`config.mk`:
```
export PLATFORM = sky130hd
export DESIGN_NAME = ycbcr_disp_ctrl_flat
export DESIGN_NICKNAME = d
export VERILOG_FILES = /design/src/rtl/ycbcr_disp_ctrl_if.sv /design/src/rtl/ycbcr_disp_ctrl.sv /design/src/flat_wrapper.sv
export SDC_FILE = /design/constraint.sdc
export NUM_CORES = 1
export LEC_CHECK = 0
export ABC_AREA = 1
export BUFFER_PORTS_ARGS = -buffer_cell sky130_fd_sc_hd__buf_2
export CORE_MARGIN = 2
export CORE_UTILIZATION = 55
export CTS_CLUSTER_SIZE = 14
export DETAILED_ROUTE_END_ITERATION = 12
export PLACE_DENSITY = 0.79
export SLEW_MARGIN = 15
export SYNTH_ARGS = -nofsm -noshare
export SYNTH_HDL_FRONTEND = slang
export SYNTH_SLANG_ARGS = --single-unit
```
`constraint.sdc`:
```
create_clock -name clk -period 3.23 [get_ports clk]
set_clock_uncertainty 0.1 [all_clocks]
set_input_delay 0.323 -clock clk [delete_from_list [all_inputs] [get_ports clk]]
set_output_delay 0.323 -clock clk [all_outputs]
set_load 0.02 [all_outputs]
```
`src/rtl/ycbcr_disp_ctrl_if.sv`:
```
// ycbcr_disp_ctrl_if: key, converter-side video and display-side video bundle for the mode controller
// Ports carried: key, pre_rgb, post_frame_vsync/hsync/de, img_y/cb/cr (to controller);
//                out_vsync/hsync/de, out_rgb, disp_mode, mode_pending (from controller).
interface ycbcr_disp_ctrl_if;
  logic        key;
  logic [15:0] pre_rgb;
  logic        post_frame_vsync;
  logic        post_frame_hsync;
  logic        post_frame_de;
  logic [7:0]  img_y;
  logic [7:0]  img_cb;
  logic [7:0]  img_cr;
  logic        out_vsync;
  logic        out_hsync;
  logic        out_de;
  logic [15:0] out_rgb;
  logic [2:0]  disp_mode;
  logic        mode_pending;
  modport master (
    output key, pre_rgb, post_frame_vsync, post_frame_hsync, post_frame_de, img_y, img_cb, img_cr,
    input  out_vsync, out_hsync, out_de, out_rgb, disp_mode, mode_pending
  );
  modport slave (
    input  key, pre_rgb, post_frame_vsync, post_frame_hsync, post_frame_de, img_y, img_cb, img_cr,
    output out_vsync, out_hsync, out_de, out_rgb, disp_mode, mode_pending
  );
endinterface

```
`src/rtl/ycbcr_disp_ctrl.sv`:
```
// ycbcr_disp_ctrl: debounced key cycles five display modes, committed at frame start, muxed onto RGB565 out
// Ports: clk; rst (async, active-high); v (slave of ycbcr_disp_ctrl_if): key, pre_rgb, post_frame_*,
//        img_y/cb/cr in; out_vsync/hsync/de, out_rgb, disp_mode, mode_pending out.
module ycbcr_disp_ctrl #(
  parameter int          PIPE_LAT = 3,
  parameter logic [19:0] DEB_CNT  = 20'd1_000_000,
  parameter logic [7:0]  Y_THRESH = 8'd128
) (
  input logic              clk,
  input logic              rst,
  ycbcr_disp_ctrl_if.slave v
);
  typedef enum logic [1:0] {IDLE, PRESS_WAIT, HELD, RELEASE_WAIT} deb_state_t;
  deb_state_t  state, state_nx;
  logic [1:0]  key_sync;
  logic        key_s;
  logic [19:0] cnt, cnt_nx;
  logic        key_press;
  logic        vs_q;
  logic        frame_start;
  logic [2:0]  next_mode, next_inc;
  logic [15:0] rgb_pipe [PIPE_LAT];
  logic [15:0] rgb_d;
  logic [7:0]  grey_src;
  logic [15:0] pix;
  assign key_s       = key_sync[1];
  assign frame_start = v.post_frame_vsync & ~vs_q;
  // a press landing on the frame-start cycle is folded into that commit
  assign next_inc    = key_press ? (next_mode == 3'd4 ? 3'd0 : next_mode + 3'd1) : next_mode;
  assign rgb_d       = rgb_pipe[PIPE_LAT-1];
  always_ff @(posedge clk or posedge rst)
    if (rst) begin
      key_sync <= 2'b11;
      state    <= IDLE;
      cnt      <= '0;
    end else begin
      key_sync <= {key_sync[0], v.key};
      state    <= state_nx;
      cnt      <= cnt_nx;
    end
  // the counter is cleared on every state change and leaves its state at DEB_CNT-1, so it cannot wrap
  always_comb begin
    state_nx  = state;
    cnt_nx    = cnt;
    key_press = 1'b0;
    case (state)
      IDLE:
        if (!key_s) begin
          state_nx = PRESS_WAIT;
          cnt_nx   = '0;
        end
      PRESS_WAIT:
        if (key_s) begin
          state_nx = IDLE;
          cnt_nx   = '0;
        end else if (cnt == DEB_CNT - 20'd1) begin
          key_press = 1'b1;
          state_nx  = HELD;
          cnt_nx    = '0;
        end else cnt_nx = cnt + 20'd1;
      HELD:
        if (key_s) begin
          state_nx = RELEASE_WAIT;
          cnt_nx   = '0;
        end
      RELEASE_WAIT:
        if (!key_s) begin
          state_nx = HELD;
          cnt_nx   = '0;
        end else if (cnt == DEB_CNT - 20'd1) begin
          state_nx = IDLE;
          cnt_nx   = '0;
        end else cnt_nx = cnt + 20'd1;
      default: begin
        state_nx = IDLE;
        cnt_nx   = '0;
      end
    endcase
  end
  always_ff @(posedge clk or posedge rst)
    if (rst) begin
      vs_q           <= 1'b0;
      next_mode      <= 3'd0;
      v.disp_mode    <= 3'd0;
      v.mode_pending <= 1'b0;
    end else begin
      vs_q      <= v.post_frame_vsync;
      next_mode <= next_inc;
      if (frame_start) begin
        v.disp_mode    <= next_inc;
        v.mode_pending <= 1'b0;
      end else if (key_press) v.mode_pending <= 1'b1;
    end
  always_ff @(posedge clk or posedge rst)
    if (rst) begin
      for (int i = 0; i < PIPE_LAT; i++) rgb_pipe[i] <= '0;
    end else begin
      rgb_pipe[0] <= v.pre_rgb;
      for (int i = 1; i < PIPE_LAT; i++) rgb_pipe[i] <= rgb_pipe[i-1];
    end
  always_comb begin
    grey_src = v.disp_mode == 3'd1 ? v.img_y : v.disp_mode == 3'd2 ? v.img_cb : v.img_cr;
    pix = v.disp_mode == 3'd0 ? rgb_d :
          v.disp_mode == 3'd4 ? {16{v.img_y >= Y_THRESH}} :
          {grey_src[7:3], grey_src[7:2], grey_src[7:3]};
  end
  always_ff @(posedge clk or posedge rst)
    if (rst) begin
      v.out_vsync <= 1'b0;
      v.out_hsync <= 1'b0;
      v.out_de    <= 1'b0;
      v.out_rgb   <= '0;
    end else begin
      v.out_vsync <= v.post_frame_vsync;
      v.out_hsync <= v.post_frame_hsync;
      v.out_de    <= v.post_frame_de;
      v.out_rgb   <= v.post_frame_de ? pix : '0;
    end
endmodule

```
`src/flat_wrapper.sv`:
```
// flat-port wrapper written by rule: the top's interface ports become plain ports
module ycbcr_disp_ctrl_flat 
#(
  parameter int          PIPE_LAT = 3,
  parameter logic [19:0] DEB_CNT  = 20'd1_000_000,
  parameter logic [7:0]  Y_THRESH = 8'd128
)
  (clk, rst, v_key, v_pre_rgb, v_post_frame_vsync, v_post_frame_hsync, v_post_frame_de, v_img_y, v_img_cb, v_img_cr, v_out_vsync, v_out_hsync, v_out_de, v_out_rgb, v_disp_mode, v_mode_pending);
  ycbcr_disp_ctrl_if v_i ();
  input logic clk;
  input logic rst;
  input wire logic [$bits(v_i.key)-1:0] v_key;
  input wire logic [$bits(v_i.pre_rgb)-1:0] v_pre_rgb;
  input wire logic [$bits(v_i.post_frame_vsync)-1:0] v_post_frame_vsync;
  input wire logic [$bits(v_i.post_frame_hsync)-1:0] v_post_frame_hsync;
  input wire logic [$bits(v_i.post_frame_de)-1:0] v_post_frame_de;
  input wire logic [$bits(v_i.img_y)-1:0] v_img_y;
  input wire logic [$bits(v_i.img_cb)-1:0] v_img_cb;
  input wire logic [$bits(v_i.img_cr)-1:0] v_img_cr;
  output wire logic [$bits(v_i.out_vsync)-1:0] v_out_vsync;
  output wire logic [$bits(v_i.out_hsync)-1:0] v_out_hsync;
  output wire logic [$bits(v_i.out_de)-1:0] v_out_de;
  output wire logic [$bits(v_i.out_rgb)-1:0] v_out_rgb;
  output wire logic [$bits(v_i.disp_mode)-1:0] v_disp_mode;
  output wire logic [$bits(v_i.mode_pending)-1:0] v_mode_pending;
  assign v_i.key = v_key;
  assign v_i.pre_rgb = v_pre_rgb;
  assign v_i.post_frame_vsync = v_post_frame_vsync;
  assign v_i.post_frame_hsync = v_post_frame_hsync;
  assign v_i.post_frame_de = v_post_frame_de;
  assign v_i.img_y = v_img_y;
  assign v_i.img_cb = v_img_cb;
  assign v_i.img_cr = v_img_cr;
  assign v_out_vsync = v_i.out_vsync;
  assign v_out_hsync = v_i.out_hsync;
  assign v_out_de = v_i.out_de;
  assign v_out_rgb = v_i.out_rgb;
  assign v_disp_mode = v_i.disp_mode;
  assign v_mode_pending = v_i.mode_pending;
  ycbcr_disp_ctrl #(.PIPE_LAT(PIPE_LAT), .DEB_CNT(DEB_CNT), .Y_THRESH(Y_THRESH)) u_core (.clk(clk), .rst(rst), .v(v_i));
endmodule
```
==> flow_metrics.env <==
export IMPL_drive_above_1_share_pct=22.7
export IMPL_tightestPinTransition_ps=826
export IMPL_synthesis_nets=427
export IMPL_vias=2841
export IMPL_clock_path_buffers=2
export IMPL_synth_area_um2=3820
export IMPL_cts_setup_buffers=0
export IMPL_layout_nets=516
export IMPL_seq_power_share_pct=53.8
export IMPL_synthToLayoutAreaGrowth_pct=21.2
export IMPL_hold_class="in -> async"
export IMPL_synth_largest_area_cell="dfrtp_1"
export IMPL_antenna_left=0
export IMPL_maxCapViolCount=0
export IMPL_post_route_min_period_ps=1840
export IMPL_report_final_slew_viol_count=0
export IMPL_seq_area_frac_synth_pct=64.2
export IMPL_p_leak_uw=0.00222
export IMPL_fin_area_um2=4630
export IMPL_synth_top_cell_area_share_pct=62.8
export IMPL_clkPwrFrac_pct=34.1
export IMPL_yosys_warnings=0
export IMPL_design_power_total_uw=2470
export IMPL_endpoint_kind="flip-flop"
export IMPL_start_util_pct=56.6
export IMPL_coreArea_um2=6760
export IMPL_grt_ovfl_total=0
export IMPL_avgSynthCellArea_um2=10.1
export IMPL_wl_mm=7.29
export IMPL_critPathKind="reg -> reg"
export IMPL_status="completed"
export IMPL_h_tree_depth=3
export IMPL_grt_max_degree=72
export IMPL_clock_latency_ps=360
export IMPL_combPwrFrac_pct=12.1
export IMPL_die_area_um2=7640
export IMPL_cp_start_kind="flip-flop"
export IMPL_ir_worst_vdd_mv=0.312
export IMPL_clkTransAtPathRegs_ps=100
export IMPL_period_share_pct=57.1
export IMPL_netlist_instances=378
export IMPL_cts_num_sinks=98
export IMPL_synth_seq_cells=98
export IMPL_cts_buffers=9
export IMPL_cp_arrival_ps=1990
export IMPL_port_buffers=62
export IMPL_power_density_nw_per_um2=532
export IMPL_num_io_pins=69
export IMPL_p_int_uw=1770
export IMPL_path_max_fanout=15
export IMPL_gr_usage_all_layers_pct=20.1
export IMPL_ys_types=35
export IMPL_cts_root_buf="clkbuf_8"
export IMPL_hold_viol=0
export IMPL_antenna_cells=0
export IMPL_rsz0062_at_grt="no"
export IMPL_cpMaxStageDelayCell="dfrtp_1"
export IMPL_grt_pass1_vias=2615
export IMPL_num_rows=30
export IMPL_crit_path_max_incr_delay_ps=410
export IMPL_p_sw_uw=697
export IMPL_path_buf_inv=1
export IMPL_crit_chain="ha_1 > nand2_2 > nor3_4 > nand3_2 > nand2_4 > inv_2 > nand3_1 > o21ai_1"
export IMPL_ys_top_cells_by_area="dfrtp_1 63%, nand2_1 7.6%, nor2_1 6.2%"
export IMPL_dpl_instance_area_um2=4220
export IMPL_drt_pass1_iter_count=4
export IMPL_crit_family="simple AND/OR/NAND/NOR gates"
export IMPL_drc=0
export IMPL_fillCellCount=499
export IMPL_switching_share_pct=28.3
export IMPL_setup_tns_ps=0
export IMPL_via_per_inst=5.15
export IMPL_die_h_um=87.4
export IMPL_die_x_um=87.4
export IMPL_setup_violations=0
export IMPL_grt_pass1_wl_mm=11.8
export IMPL_postLayoutCoreUtil_pct=68.6
export IMPL_slew_headroom_pct=45.0
export IMPL_tritoncts="yes"
export IMPL_dpl_hpwl_mm=4.93
export IMPL_fmax_ghz=0.542
export IMPL_wl_per_cell_um=13.2
export IMPL_routabilityCongestion=0.949
export IMPL_required_ps=3370
export IMPL_initialDrtViolationCount=200
export IMPL_antenna_found_initial=0
registers in the layout, indices dropped and copies added (netlist names), named ones only:
signal / flops
u_core.cnt: 20
u_core.key_sync: 2
u_core.v.mode_pending: 1
u_core.v.disp_mode: 3
u_core.v.out_hsync: 1
u_core.vs_q: 1
u_core.v.out_de: 1
u_core.v.out_rgb: 16
u_core.rgb_pipe: 32
u_core.rgb_d: 16
u_core.state: 1
u_core.next_mode: 3
cell usage in the layout, fill, tap and decap left out, types with 2 or more instances in the layout:
| master | Yosys | layout |
|---|---|---|
| o21ai_0 | 8 | 8 |
| clkbuf_8 | 0 | 9 |
| nor3_1 | 2 | 2 |
| nand2_1 | 77 | 77 |
| a21oi_1 | 7 | 7 |
| inv_1 | 29 | 28 |
| nand4_1 | 8 | 8 |
| inv_2 | 3 | 3 |
| xor2_1 | 9 | 9 |
| inv_8 | 0 | 3 |
| nand2_2 | 4 | 4 |
| o211ai_1 | 2 | 2 |
| dfrtp_1 | 96 | 96 |
| nand3_2 | 2 | 2 |
| dlygate4sd3_1 | 0 | 19 |
| nor2_4 | 2 | 2 |
| buf_4 | 0 | 2 |
| ha_1 | 3 | 3 |
| dfstp_2 | 2 | 2 |
| buf_2 | 2 | 62 |
| o22ai_2 | 4 | 4 |
| nand3_1 | 17 | 17 |
| o22ai_1 | 4 | 4 |
| o21ai_1 | 15 | 15 |
| nor2_2 | 4 | 4 |
| nor2_1 | 63 | 63 |
| or2_1 | 2 | 2 |
power by group through the flow:
stage          combinational, uW  sequential [uW]  clock, uW
2_1_floorplan                188             1360          0
3_3_place_gp                 273             1350          0
3_5_place_dp                 281             1350          0
4_1_cts                      299             1330        862
5_1_grt                      334             1330        909
6_report                     298             1330        842
cell families (layout without fill, tap and decap cells):
| kind of cell | count (synthesis) | count (layout) | share of synthesized area (%) |
|---|---|---|---|
| AND/OR/NAND/NOR | 185 | 185 | 21.4 |
| flip-flops | 98 | 98 | 64.2 |
| AO/OA/AOI/OAI | 45 | 45 | 7.36 |
| buffers and inverters | 38 | 132 | 3.99 |
| XOR/XNOR | 9 | 9 | 2.06 |
| adder cells (fa/ha/maj) | 3 | 3 | 0.981 |
cells in the mapped netlist (all sizes together):
cell type  instances
dfstp              2
nand3             19
a21oi              8
a21boi             2
o21ai             23
xor2               9
nor2              69
a31oi              1
ha                 3
nor3               4
nand4              8
o211ai             2
clkinv             1
nand2             82
buf                3
dfrtp             96
or2                2
and2               1
o22ai              8
clkbuf             2
o31ai              1
inv               32
final cells by class:
cell class	count	area (um^2)	share of cell area, %
clock buffer	9	124	2.67
clock inverter	7	96.3	2.08
inverter	33	126	2.73
multi-input combinational	242	1220	26.3
sequential	98	2450	53.0
tap	80	100	2.16
timing repair buffer	83	515	11.1
worst register-to-register path, cell delays in order, from the launching register on:
cell,delay (ps)
dfrtp_1,410
ha_1,200
nand2_2,100
nor3_4,320
nand3_2,140
nand2_4,190
inv_2,120
nand3_1,90
o21ai_1,60
timing repair:
| item | CTS | global route |
|---|---|---|
| resized for setup | 0 | 0 |
| hold buffers | 19 | 0 |
| endpoints found under the hold margin | 19 | 0 |
| setup endpoints to repair | 0 | 0 |
per-stage QoR:
stage / setup WS [ps] / instances / hold slack, ps
after floorplan: 248 / 378 / 227
after global placement: 1450 / 517 / 232
after detailed placement: 1400 / 517 / 235
after CTS: 1390 / 552 / 27.8
after global routing: 1220 / 552 / 27.8
final: 1390 / 552 / 18.7
path summary, 6_finish.rpt:
path                       cells past startpoint                     startpoint  slack [ps]                    endpoint
setup / recovery                               8      u_core.cnt[0]$_DFFE_PP0P_        1390  u_core.cnt[14]$_DFFE_PP0P_
hold / removal                                 2                            rst          20  u_core.rgb_d[12]$_DFF_PP0_
setup reg to reg                               8      u_core.cnt[0]$_DFFE_PP0P_        1390  u_core.cnt[14]$_DFFE_PP0P_
hold reg to reg                                0  u_core.rgb_pipe[21]$_DFF_PP0_         250   u_core.rgb_d[5]$_DFF_PP0_
max in group asynchronous                      3                            rst        2290   u_core.cnt[2]$_DFFE_PP0P_
min in group clk                               1                v_post_frame_de          50   u_core.v.out_de$_DFF_PP0_
layer usage:
| metal | up-vias | global-route usage [%] | part of all wire, % |
|---|---|---|---|
| li1 | 1382 | - | - |
| met1 | 1359 | 26.6 | 46 |
| met2 | 84 | 31.8 | 46 |
| met3 | 16 | 4.17 | 5.0 |
| met4 | 0 | 9.51 | 2.4 |
| met5 | - | 0 | 0 |
Note: power is estimated with default switching activity, not from simulation.
